===== config.mk =====
export PLATFORM = sky130hd
export DESIGN_NAME = multicycle_ctrl_flat
export DESIGN_NICKNAME = d
export VERILOG_FILES = /design/src/rtl/multicycle_ctrl_if.sv /design/src/rtl/multicycle_ctrl.sv /design/src/flat_wrapper.sv
export SDC_FILE = /design/constraint.sdc
export NUM_CORES = 1
export LEC_CHECK = 0
export CORE_MARGIN = 8
export CORE_UTILIZATION = 40
export CTS_CLUSTER_DIAMETER = 40
export CTS_CLUSTER_SIZE = 16
export DETAILED_ROUTE_END_ITERATION = 16
export PLACE_DENSITY = 0.77
export SLEW_MARGIN = 20
export SYNTH_ARGS = -nofsm -noshare
export SYNTH_HDL_FRONTEND = slang
export SYNTH_SLANG_ARGS = --single-unit

===== constraint.sdc =====
create_clock -name clk -period 1.2 [get_ports clk]
set_input_delay 0.24 -clock clk [delete_from_list [all_inputs] [get_ports clk]]
set_output_delay 0.24 -clock clk [all_outputs]
set_load 0.01 [all_outputs]

===== src/rtl/multicycle_ctrl_if.sv =====
// ---------------------------------------------------------------------------
// multicycle_ctrl_if
// Groups the signals between the multicycle ARM-subset controller and its
// datapath. The datapath drives the instruction fields and ALU flags. The
// controller drives the enables and selects.
//   master : datapath side (drives Cond/Op/Funct/Rd/ALUFlags[/mem_ready])
//   slave  : controller side (drives PCWrite..ALUControl)
// mem_ready exists only when MEM_WAIT_EN is defined.
// ---------------------------------------------------------------------------
interface multicycle_ctrl_if;
   logic [3:0] Cond;
   logic [1:0] Op;
   logic [5:0] Funct;
   logic [3:0] Rd;
   logic [3:0] ALUFlags;
`ifdef MEM_WAIT_EN
   logic       mem_ready;
`endif
   logic       PCWrite;
   logic       MemWrite;
   logic       RegWrite;
   logic       IRWrite;
   logic       AdrSrc;
   logic       ALUSrcA;
   logic [1:0] ALUSrcB;
   logic [1:0] ResultSrc;
   logic [1:0] ImmSrc;
   logic [1:0] RegSrc;
   logic [1:0] ALUControl;

   modport master (
`ifdef MEM_WAIT_EN
      output mem_ready,
`endif
      output Cond, Op, Funct, Rd, ALUFlags,
      input  PCWrite, MemWrite, RegWrite, IRWrite, AdrSrc, ALUSrcA,
      input  ALUSrcB, ResultSrc, ImmSrc, RegSrc, ALUControl
   );

   modport slave (
`ifdef MEM_WAIT_EN
      input  mem_ready,
`endif
      input  Cond, Op, Funct, Rd, ALUFlags,
      output PCWrite, MemWrite, RegWrite, IRWrite, AdrSrc, ALUSrcA,
      output ALUSrcB, ResultSrc, ImmSrc, RegSrc, ALUControl
   );
endinterface


===== src/rtl/multicycle_ctrl.sv =====
// ---------------------------------------------------------------------------
// multicycle_ctrl
// Moore-style control unit for a multicycle ARM-subset processor: main FSM,
// ALU decoder, condition check and the NZCV flags register.
// Ports:
//   clk   - system clock, rising edge
//   reset - asynchronous, active-low reset
//   bus   - multicycle_ctrl_if.slave (instruction fields and ALU flags in,
//           datapath enables and selects out)
// Optional feature: define MEM_WAIT_EN to add bus.mem_ready. FETCH, MEMREAD
// and MEMWRITE then stall until memory is ready. IRWrite, PCWrite and
// MemWrite are held low while the controller is stalled.
//
// state      | meaning
// -----------+----------------------------------------------
// FETCH      | read instruction, PC <= PC+4
// DECODE     | read registers, latch condition result
// MEMADR     | compute load/store address
// MEMREAD    | read data memory
// MEMWB      | write loaded data to the register file
// MEMWRITE   | write data memory
// EXECUTER   | ALU op with register operand
// EXECUTEI   | ALU op with immediate operand
// ALUWB      | write ALU result to the register file
// BRANCH     | PC <= branch target
// (10..15)   | unused codes, return to FETCH
// ---------------------------------------------------------------------------
module multicycle_ctrl (
   input  logic               clk,
   input  logic               reset,
   multicycle_ctrl_if.slave   bus
);

   typedef enum logic [3:0] {
      S_FETCH    = 4'd0,
      S_DECODE   = 4'd1,
      S_MEMADR   = 4'd2,
      S_MEMREAD  = 4'd3,
      S_MEMWB    = 4'd4,
      S_MEMWRITE = 4'd5,
      S_EXECUTER = 4'd6,
      S_EXECUTEI = 4'd7,
      S_ALUWB    = 4'd8,
      S_BRANCH   = 4'd9
   } state_t;

   typedef struct packed {
      logic       next_pc;
      logic       ir_write;
      logic       mem_w;
      logic       reg_w;
      logic       branch;
      logic       alu_op;
      logic       adr_src;
      logic       alu_src_a;
      logic [1:0] alu_src_b;
      logic [1:0] result_src;
   } ctrl_t;

   function automatic ctrl_t decode_state(input state_t s);
      ctrl_t c;
      c = '0;
      case (s)
         S_FETCH: begin
            c.next_pc    = 1'b1;
            c.ir_write   = 1'b1;
            c.alu_src_a  = 1'b1;
            c.alu_src_b  = 2'b10;
            c.result_src = 2'b10;
         end
         S_DECODE: begin
            c.alu_src_a  = 1'b1;
            c.alu_src_b  = 2'b10;
            c.result_src = 2'b10;
         end
         S_MEMADR:   c.alu_src_b = 2'b01;
         S_MEMREAD:  c.adr_src   = 1'b1;
         S_MEMWB: begin
            c.result_src = 2'b01;
            c.reg_w      = 1'b1;
         end
         S_MEMWRITE: begin
            c.adr_src = 1'b1;
            c.mem_w   = 1'b1;
         end
         S_EXECUTER: c.alu_op = 1'b1;
         S_EXECUTEI: begin
            c.alu_src_b = 2'b01;
            c.alu_op    = 1'b1;
         end
         S_ALUWB:    c.reg_w = 1'b1;
         S_BRANCH: begin
            c.alu_src_b  = 2'b01;
            c.result_src = 2'b10;
            c.branch     = 1'b1;
         end
         default:    c = '0;
      endcase
      return c;
   endfunction

   // flags are {N,Z,C,V}
   function automatic logic cond_pass(input logic [3:0] cond, input logic [3:0] f);
      logic n, z, cf, v;
      logic r;
      {n, z, cf, v} = f;
      case (cond)
         4'b0000: r = z;
         4'b0001: r = ~z;
         4'b0010: r = cf;
         4'b0011: r = ~cf;
         4'b0100: r = n;
         4'b0101: r = ~n;
         4'b0110: r = v;
         4'b0111: r = ~v;
         4'b1000: r = cf & ~z;
         4'b1001: r = ~cf | z;
         4'b1010: r = (n == v);
         4'b1011: r = (n != v);
         4'b1100: r = ~z & (n == v);
         4'b1101: r = z | (n != v);
         4'b1110: r = 1'b1;
         default: r = 1'b0;
      endcase
      return r;
   endfunction

   state_t     state_q, state_d;
   ctrl_t      ctrl_q;
   logic [3:0] flags_q, flags_d;
   logic       cond_q, cond_d;
   logic [1:0] alu_ctrl;
   logic       mem_go;
   logic       pcs;

   // mem_go is low only while a memory-facing state waits on the memory
`ifdef MEM_WAIT_EN
   logic wait_st;
   assign wait_st = (state_q == S_FETCH) || (state_q == S_MEMREAD) ||
                    (state_q == S_MEMWRITE);
   assign mem_go  = ~wait_st | bus.mem_ready;
`else
   assign mem_go  = 1'b1;
`endif

   always_comb begin
      alu_ctrl = 2'b00;
      if (ctrl_q.alu_op) begin
         case (bus.Funct[4:1])
            4'b0100: alu_ctrl = 2'b00;
            4'b0010: alu_ctrl = 2'b01;
            4'b0000: alu_ctrl = 2'b10;
            4'b1100: alu_ctrl = 2'b11;
            default: alu_ctrl = 2'b00;
         endcase
      end
   end

   always_comb begin
      state_d = S_FETCH;
      case (state_q)
         S_FETCH:  state_d = S_DECODE;
         S_DECODE: begin
            case (bus.Op)
               2'b00:   state_d = bus.Funct[5] ? S_EXECUTEI : S_EXECUTER;
               2'b01:   state_d = S_MEMADR;
               2'b10:   state_d = S_BRANCH;
               default: state_d = S_FETCH;
            endcase
         end
         S_MEMADR:   state_d = bus.Funct[0] ? S_MEMREAD : S_MEMWRITE;
         S_MEMREAD:  state_d = S_MEMWB;
         S_EXECUTER: state_d = S_ALUWB;
         S_EXECUTEI: state_d = S_ALUWB;
         default:    state_d = S_FETCH;
      endcase
      if (!mem_go) state_d = state_q;
   end

   // C and V only come from the adder, so logic ops update N/Z alone
   always_comb begin
      flags_d = flags_q;
      cond_d  = cond_q;
      if (state_q == S_DECODE) cond_d = cond_pass(bus.Cond, flags_q);
      if (((state_q == S_EXECUTER) || (state_q == S_EXECUTEI)) && cond_q && bus.Funct[0]) begin
         flags_d[3:2] = bus.ALUFlags[3:2];
         if (!alu_ctrl[1]) flags_d[1:0] = bus.ALUFlags[1:0];
      end
   end

   // ctrl_q always equals decode_state(state_q), so the Moore outputs come
   // straight from flops
   always_ff @(posedge clk or negedge reset) begin
      if (!reset) begin
         state_q <= S_FETCH;
         ctrl_q  <= decode_state(S_FETCH);
         flags_q <= 4'b0000;
         cond_q  <= 1'b0;
      end else begin
         state_q <= state_d;
         ctrl_q  <= decode_state(state_d);
         flags_q <= flags_d;
         cond_q  <= cond_d;
      end
   end

   assign pcs            = ctrl_q.branch | (ctrl_q.reg_w & (bus.Rd == 4'hF));
   assign bus.PCWrite    = (ctrl_q.next_pc | (pcs & cond_q)) & mem_go;
   assign bus.IRWrite    = ctrl_q.ir_write & mem_go;
   assign bus.RegWrite   = ctrl_q.reg_w & cond_q;
   assign bus.MemWrite   = ctrl_q.mem_w & cond_q & mem_go;
   assign bus.AdrSrc     = ctrl_q.adr_src;
   assign bus.ALUSrcA    = ctrl_q.alu_src_a;
   assign bus.ALUSrcB    = ctrl_q.alu_src_b;
   assign bus.ResultSrc  = ctrl_q.result_src;
   assign bus.ALUControl = alu_ctrl;
   assign bus.ImmSrc     = bus.Op;
   assign bus.RegSrc     = {bus.Op == 2'b01, bus.Op == 2'b10};

endmodule


===== src/flat_wrapper.sv =====
// flat-port wrapper written by rule: the top's interface ports become plain ports
module multicycle_ctrl_flat 
  (clk, reset, bus_Cond, bus_Op, bus_Funct, bus_Rd, bus_ALUFlags, bus_PCWrite, bus_MemWrite, bus_RegWrite, bus_IRWrite, bus_AdrSrc, bus_ALUSrcA, bus_ALUSrcB, bus_ResultSrc, bus_ImmSrc, bus_RegSrc, bus_ALUControl);
  multicycle_ctrl_if bus_i ();
  input  logic clk;
  input  logic reset;
  input wire logic [$bits(bus_i.Cond)-1:0] bus_Cond;
  input wire logic [$bits(bus_i.Op)-1:0] bus_Op;
  input wire logic [$bits(bus_i.Funct)-1:0] bus_Funct;
  input wire logic [$bits(bus_i.Rd)-1:0] bus_Rd;
  input wire logic [$bits(bus_i.ALUFlags)-1:0] bus_ALUFlags;
  output wire logic [$bits(bus_i.PCWrite)-1:0] bus_PCWrite;
  output wire logic [$bits(bus_i.MemWrite)-1:0] bus_MemWrite;
  output wire logic [$bits(bus_i.RegWrite)-1:0] bus_RegWrite;
  output wire logic [$bits(bus_i.IRWrite)-1:0] bus_IRWrite;
  output wire logic [$bits(bus_i.AdrSrc)-1:0] bus_AdrSrc;
  output wire logic [$bits(bus_i.ALUSrcA)-1:0] bus_ALUSrcA;
  output wire logic [$bits(bus_i.ALUSrcB)-1:0] bus_ALUSrcB;
  output wire logic [$bits(bus_i.ResultSrc)-1:0] bus_ResultSrc;
  output wire logic [$bits(bus_i.ImmSrc)-1:0] bus_ImmSrc;
  output wire logic [$bits(bus_i.RegSrc)-1:0] bus_RegSrc;
  output wire logic [$bits(bus_i.ALUControl)-1:0] bus_ALUControl;
  assign bus_i.Cond = bus_Cond;
  assign bus_i.Op = bus_Op;
  assign bus_i.Funct = bus_Funct;
  assign bus_i.Rd = bus_Rd;
  assign bus_i.ALUFlags = bus_ALUFlags;
  assign bus_PCWrite = bus_i.PCWrite;
  assign bus_MemWrite = bus_i.MemWrite;
  assign bus_RegWrite = bus_i.RegWrite;
  assign bus_IRWrite = bus_i.IRWrite;
  assign bus_AdrSrc = bus_i.AdrSrc;
  assign bus_ALUSrcA = bus_i.ALUSrcA;
  assign bus_ALUSrcB = bus_i.ALUSrcB;
  assign bus_ResultSrc = bus_i.ResultSrc;
  assign bus_ImmSrc = bus_i.ImmSrc;
  assign bus_RegSrc = bus_i.RegSrc;
  assign bus_ALUControl = bus_i.ALUControl;
  multicycle_ctrl u_core (.clk(clk), .reset(reset), .bus(bus_i));
endmodule

==> flow_metrics.env, run 1 <==
export IMPL_place_ws_ps=-693
export IMPL_grt_pass1_vias=1247
export IMPL_synth_area_leader_cell="dfrtp_1"
export IMPL_maxCapViolCount=0
export IMPL_dieArea_um2=4830
export IMPL_ctsHoldBuffers=0
export IMPL_die_w_um=69.5
export IMPL_multi_input_area_um2=683
export IMPL_r2r_worst_path_cells=4
export IMPL_netlist_area_um2=1140
export IMPL_gp_congestion=0.893
export IMPL_clock_skew_ps=2.78
export IMPL_ant_nets=0
export IMPL_arrival_ps=1170
export IMPL_fin_nets=202
export IMPL_yosysSeqAreaShare_pct=44.2
export IMPL_syn_nets=138
export IMPL_violations="setup timing"
export IMPL_core_area_um2=2730
export IMPL_vdd_ir_drop_max_mv=1.49
export IMPL_cts_tree="done"
export IMPL_syn_inst=116
export IMPL_num_rows=19
export IMPL_fin_crit_ps=1410
export IMPL_fill_cells=193
export IMPL_numCtsBuffers=3
export IMPL_drive_gt1_share_pct=51.4
export IMPL_place_area_um2=1670
export IMPL_worst_pin_slew_ps=263
export IMPL_hold_violations=0
export IMPL_via_per_inst=5.45
export IMPL_setup_viol=11
export IMPL_regArea_um2=508
export IMPL_layoutNonFillerInstCount=210
export IMPL_critPathMaxFanout=2
export IMPL_place_inst=196
export IMPL_final_area_um2=1920
export IMPL_root_buffer="clkbuf_4"
export IMPL_h_tree_depth=1
export IMPL_finalCritPeriodShare_pct=117
export IMPL_required_ps=960
export IMPL_diodes=0
export IMPL_grtUsageTotal_pct=13.4
export IMPL_clkLatencyLatePin_ps=300
export IMPL_p_per_area_nw_per_um2=2130
export IMPL_drt_pre_antenna_iters=4
export IMPL_drtIter0Drc=72
export IMPL_fmax_mhz=711
export IMPL_worstSetupStartpointType="flip-flop"
export IMPL_die_y_um=69.5
export IMPL_antenna_found_initial=0
export IMPL_synth_top_area_share_pct=35.0
export IMPL_syn_avg_cell_area_um2=9.87
export IMPL_final_util_pct=70.2
export IMPL_overflow=0
export IMPL_ys_types=45
export IMPL_drc=0
export IMPL_initial_utilization_pct=41.9
export IMPL_grt_max_degree=12
export IMPL_synth_warnings=0
export IMPL_numClockSinks=20
export IMPL_synth_seq_cells=20
export IMPL_grt_pass1_wl_um=5520
export IMPL_rsz0062_at_grt="true"
export IMPL_slew_headroom_pct=82.5
export IMPL_setup_ws_ps=-207
export IMPL_area_growth_pct=67.5
export IMPL_vias=1144
export IMPL_io_pins=38
export IMPL_worstHoldPathType="input port to async pin"
export IMPL_crit_path_end_kind="output pin"
export IMPL_slew_viol_final=0
export IMPL_yosys_top_cells_area="dfrtp_1 35%, dfstp_2 9.2%, buf_4 4.6%"
export IMPL_wl_per_cell_um=16.0
export IMPL_worstSetupPathType="flip-flop to output pin"
export IMPL_clk_pin_slew_ps=120
export IMPL_whs_ps=376
export IMPL_port_buffers=37
export IMPL_leakagePower_nw=0.894
export IMPL_cts_buffer_depth=2
export IMPL_outcome="complete, but fails checks"
export IMPL_wl_um=3350
export IMPL_dp_hpwl_um=2460
[logic make-up (layout without fill, tap and decap cells)]
| family | Yosys count | count (layout) | synth area share, % |
|---|---|---|---|
| DFF | 20 | 20 | 44.2 |
| xor gates and xnor gates | 1 | 1 | 0.765 |
| AOI/OAI and AO/OA | 21 | 21 | 14.6 |
| buffers and inverters | 19 | 82 | 10.2 |
| and+or+nand+nor | 48 | 48 | 23.3 |
| muxes | 7 | 7 | 6.99 |
[synth_stat cells, drive strengths merged]
library cell,number
o31ai,1
a31oi,3
and3,2
o21a,1
a41o,1
nand4,1
nor2,16
nor3b,2
a31o,1
mux2i,2
o221ai,3
nand2b,2
dfrtp,16
a211oi,1
or3,1
nand3,2
nor4,1
nor3,8
inv,7
and2,2
a21oi,2
o21ai,3
mux2,5
nor2b,5
nand2,6
xnor2,1
dfstp,4
a2111oi,1
a21o,1
o211ai,1
a22oi,1
o32ai,1
buf,12
[routing by layer]
metal | up-vias | GRT usage, % | share of wire (%)
li1 | 531 | - | -
met1 | 565 | 12.9 | 36
met2 | 36 | 26.2 | 56
met3 | 12 | 3.00 | 5.0
met4 | 0 | 5.69 | 2.7
met5 | - | 0 | 0
[power by group]
| group | leakage (nW) | switching, mW | internal (mW) |
|---|---|---|---|
| Clock | 0.0210 | 0.218 | 0.185 |
| Sequential | 0.253 | 0.230 | 0.992 |
| Combinational | 0.621 | 1.13 | 1.33 |
[metrics by stage]
step           power, mW  setup TNS, ps
3_3_place_gp        2.94          -7690
4_1_cts             3.68           -943
3_5_place_dp        3.02          -8400
2_1_floorplan       2.25           -185
5_1_grt             4.33          -1930
6_report            4.09          -1210
[final cells by class]
| class | count | area share (%) |
|---|---|---|
| Clock buffer | 4 | 1.89 |
| Tap cell | 31 | 2.02 |
| Inverter | 7 | 1.37 |
| Timing Repair Buffer | 71 | 32.6 |
| Sequential cell | 20 | 26.5 |
| Multi-Input combinational cell | 77 | 35.6 |
[worst max-delay path, cell delays in order (launching register included)]
cell	delay (ps)
dfrtp_1	400
a31o_1	170
a21o_1	180
buf_6	120
[cell usage in the layout (no fill, tap or decap), types with 4 or more instances in the layout]
cell type and count:
mux2_4 5, nor2_2 4, nor3_1 5, buf_6 13, nor2b_1 4, nor2_1 7
nor2_4 5, clkdlybuf4s50_1 10, clkdlybuf4s15_1 6, dfstp_2 4, buf_2 4, dlygate4sd2_1 11
inv_1 5, buf_4 27, dfrtp_1 14
[worst paths after layout]
path	startpoint	to	slack [ps]
setup / recovery	u_core.ctrl_q[8]	bus_PCWrite	-210
hold / removal	reset	u_core.bus.ALUSrcB[1]	380
setup reg to reg	u_core.state_q[3]	u_core.flags_q[1]	-140
hold reg to reg	u_core.state_q[3]	u_core.ctrl_q[8]	580
max in group asynchronous	reset	u_core.state_q[2]	650
min in group clk	bus_Op[1]	u_core.ctrl_q[6]	430
[flip-flops by register name (all words and copies together) (netlist names)]
name / flops
u_core.cond_q: 1
u_core.ctrl_q: 4
u_core.bus.IRWrite: 1
u_core.bus.ResultSrc: 2
u_core.bus.ALUSrcA: 1
u_core.bus.AdrSrc: 1
u_core.flags_q: 4
u_core.state_q: 4
u_core.bus.ALUSrcB: 2
[timing repair]
| item | CTS | global route |
|---|---|---|
| buffers inserted | 7 | 4 |
| resized for setup | 78 | 30 |
| setup endpoints to repair | 25 | 24 |
| pin swaps | 16 | 13 |
No activity file was read; power rests on OpenSTA's default activity.
==> run 2: changes to the inputs <==
--- a/config.mk
+++ b/config.mk
@@ -10,6 +10,7 @@
 export CTS_CLUSTER_DIAMETER = 40
 export CTS_CLUSTER_SIZE = 16
 export DETAILED_ROUTE_END_ITERATION = 16
+export MAX_ROUTING_LAYER = met4
 export PLACE_DENSITY = 0.77
 export SLEW_MARGIN = 20
 export SYNTH_ARGS = -nofsm -noshare
==> flow_metrics.env, run 2 (synthesis gave the netlist of run 1 again) <==
export IMPL_outcome="complete, but fails checks"
export IMPL_violations="setup timing"
export IMPL_path_depth=3
export IMPL_use_met1_pct=13.4
export IMPL_setup_ws_ps=-207
export IMPL_r2r_worst_path_cells=4
export IMPL_path_cells="a31o_1 > a21o_1 > buf_6"
export IMPL_via_per_inst=5.41
export IMPL_fmax_mhz=711
export IMPL_die_w_um=69.5
export IMPL_leakagePower_nw=0.894
export IMPL_slew_headroom_pct=81.3
export IMPL_diodes=0
export IMPL_grt_max_degree=12
export IMPL_crit_path_end_kind="output pin"
export IMPL_final_common_cell="buf_4"
export IMPL_drc=0
export IMPL_drt_pre_antenna_iters=4
export IMPL_clock_skew_ps=3.05
export IMPL_fin_nets=202
export IMPL_initial_utilization_pct=41.9
export IMPL_gr_usage_met3_pct=2.29
export IMPL_crit_path_max_incr_delay_ps=400
export IMPL_ant_nets=0
export IMPL_worstSetupPathType="flip-flop to output pin"
export IMPL_rsz0062_at_grt="true"
export IMPL_worstReg2RegStart="u_core.state_q[3]"
export IMPL_root_buffer="clkbuf_4"
export IMPL_antenna_found_initial=0
export IMPL_num_rows=19
export IMPL_ctsHoldBuffers=0
export IMPL_h_tree_depth=1
export IMPL_hold_violations=0
export IMPL_p_per_area_nw_per_um2=2130
export IMPL_whs_ps=379
export IMPL_cts_tree="done"
export IMPL_dp_hpwl_um=2460
export IMPL_r2r_slack_ps=-140
export IMPL_grt_pass1_vias=1244
export IMPL_cp_top_family="flip-flops"
export IMPL_cts_buffer_depth=2
export IMPL_gr_max_usage_layer="met2"
export IMPL_drive_gt1_share_pct=51.4
export IMPL_vias=1137
export IMPL_critPathMaxFanout=2
export IMPL_setup_viol=12
export IMPL_core_area_um2=2730
export IMPL_required_ps=960
export IMPL_dieArea_um2=4830
export IMPL_path_buf_inv=1
export IMPL_largestRegisters="u_core.ctrl_q: 4 flops, u_core.flags_q: 4 flops, u_core.state_q: 4 flops"
export IMPL_numClockSinks=20
export IMPL_clk_pin_slew_ps=120
export IMPL_crit_path_end="bus_PCWrite"
export IMPL_startpoint="u_core.ctrl_q[8]"
export IMPL_worst_pin_slew_ps=281
export IMPL_drtIter0Drc=59
export IMPL_port_buffers=37
export IMPL_vdd_ir_drop_max_mv=1.50
export IMPL_rr_endpoint="u_core.flags_q[1]"
export IMPL_finalSetupTns_ps=-1220
export IMPL_fin_crit_ps=1410
export IMPL_met2_usage_pct=26.2
export IMPL_wl_um=3360
export IMPL_slew_viol_final=0
export IMPL_die_y_um=69.5
export IMPL_grtUsageTotal_pct=13.8
export IMPL_mostFrequentLayoutCells="27 x buf_4, 14 x dfrtp_1, 13 x buf_6"
export IMPL_wl_per_cell_um=16.0
export IMPL_gp_congestion=0.908
export IMPL_worstHoldPathType="input port to async pin"
export IMPL_power_mw=4.09
export IMPL_area_growth_pct=67.5
export IMPL_finalCritPeriodShare_pct=117
export IMPL_cpMaxStageDelayCell="dfrtp_1"
export IMPL_grt_pass1_wl_um=5510
export IMPL_worstSetupStartpointType="flip-flop"
export IMPL_clkLatencyLatePin_ps=300
export IMPL_arrival_ps=1170
export IMPL_io_pins=38
export IMPL_overflow=0
export IMPL_maxCapViolCount=0
export IMPL_numCtsBuffers=3
-- run 2: cell counts in the layout (fill, tap and decap cells not counted) --
Identical to the previous run, type by type.
-- run 2: how the worst min path moves through the flow --
| stage | start | end | slack (ps) |
|---|---|---|---|
| floorplan | reset | u_core.bus.ALUSrcB[0] | -60 |
| global placement | u_core.flags_q[3] | u_core.flags_q[3] | 560 |
| detailed placement | u_core.flags_q[3] | u_core.flags_q[3] | 560 |
| CTS | reset | u_core.bus.ALUSrcB[1] | 390 |
| global route | reset | u_core.bus.IRWrite | 410 |
| finish | reset | u_core.bus.ALUSrcB[1] | 380 |
-- run 2: power breakdown --
group | internal, mW | switching [mW] | total (mW) | leakage, nW
sequential | 0.992 | 0.230 | 1.22 | 0.253
clock | 0.185 | 0.220 | 0.405 | 0.0210
combinational | 1.33 | 1.14 | 2.47 | 0.621
-- run 2: through the flow --
| step | cells | cell area (um^2) | utilization [%] | setup slack [ps] |
|---|---|---|---|---|
| after floorplan | 116 | 1170 | - | -82.2 |
| after global placement | 196 | 1670 | 61.1 | -686 |
| after detailed placement | 196 | 1670 | 61.1 | -693 |
| after CTS | 206 | 1770 | 64.9 | -230 |
| after global routing | 210 | 1920 | 70.2 | -275 |
| final | 210 | 1920 | 70.2 | -207 |
-- run 2: per-layer routing --
metal	vias up	wire [um]
li1	533	-
met1	558	1280
met2	36	1890
met3	10	110
met4	0	75
met5	-	0
-- run 2: what timing repair did --
action / in CTS / in global routing
endpoints found under the setup margin: 25 / 24
pin swaps: 16 / 13
buffers inserted: 7 / 4
resized for setup: 78 / 30
-- run 2: area by class of cell --
class | instances | area (um^2)
Clock buffer | 4 | 36.3
Fill cell | 193 | 816
Inverter | 7 | 26.3
Multi-Input combinational cell | 77 | 683
Sequential cell | 20 | 508
Tap cell | 31 | 38.8
Timing Repair Buffer | 71 | 626
==> run 3: changes to the inputs <==
--- a/config.mk
+++ b/config.mk
@@ -12,7 +12,6 @@
 export DETAILED_ROUTE_END_ITERATION = 16
 export MAX_ROUTING_LAYER = met4
 export PLACE_DENSITY = 0.77
-export SLEW_MARGIN = 20
 export SYNTH_ARGS = -nofsm -noshare
 export SYNTH_HDL_FRONTEND = slang
 export SYNTH_SLANG_ARGS = --single-unit
==> results of run 3 <==
Final layout, timing and power as in run 2 (identical DEF).
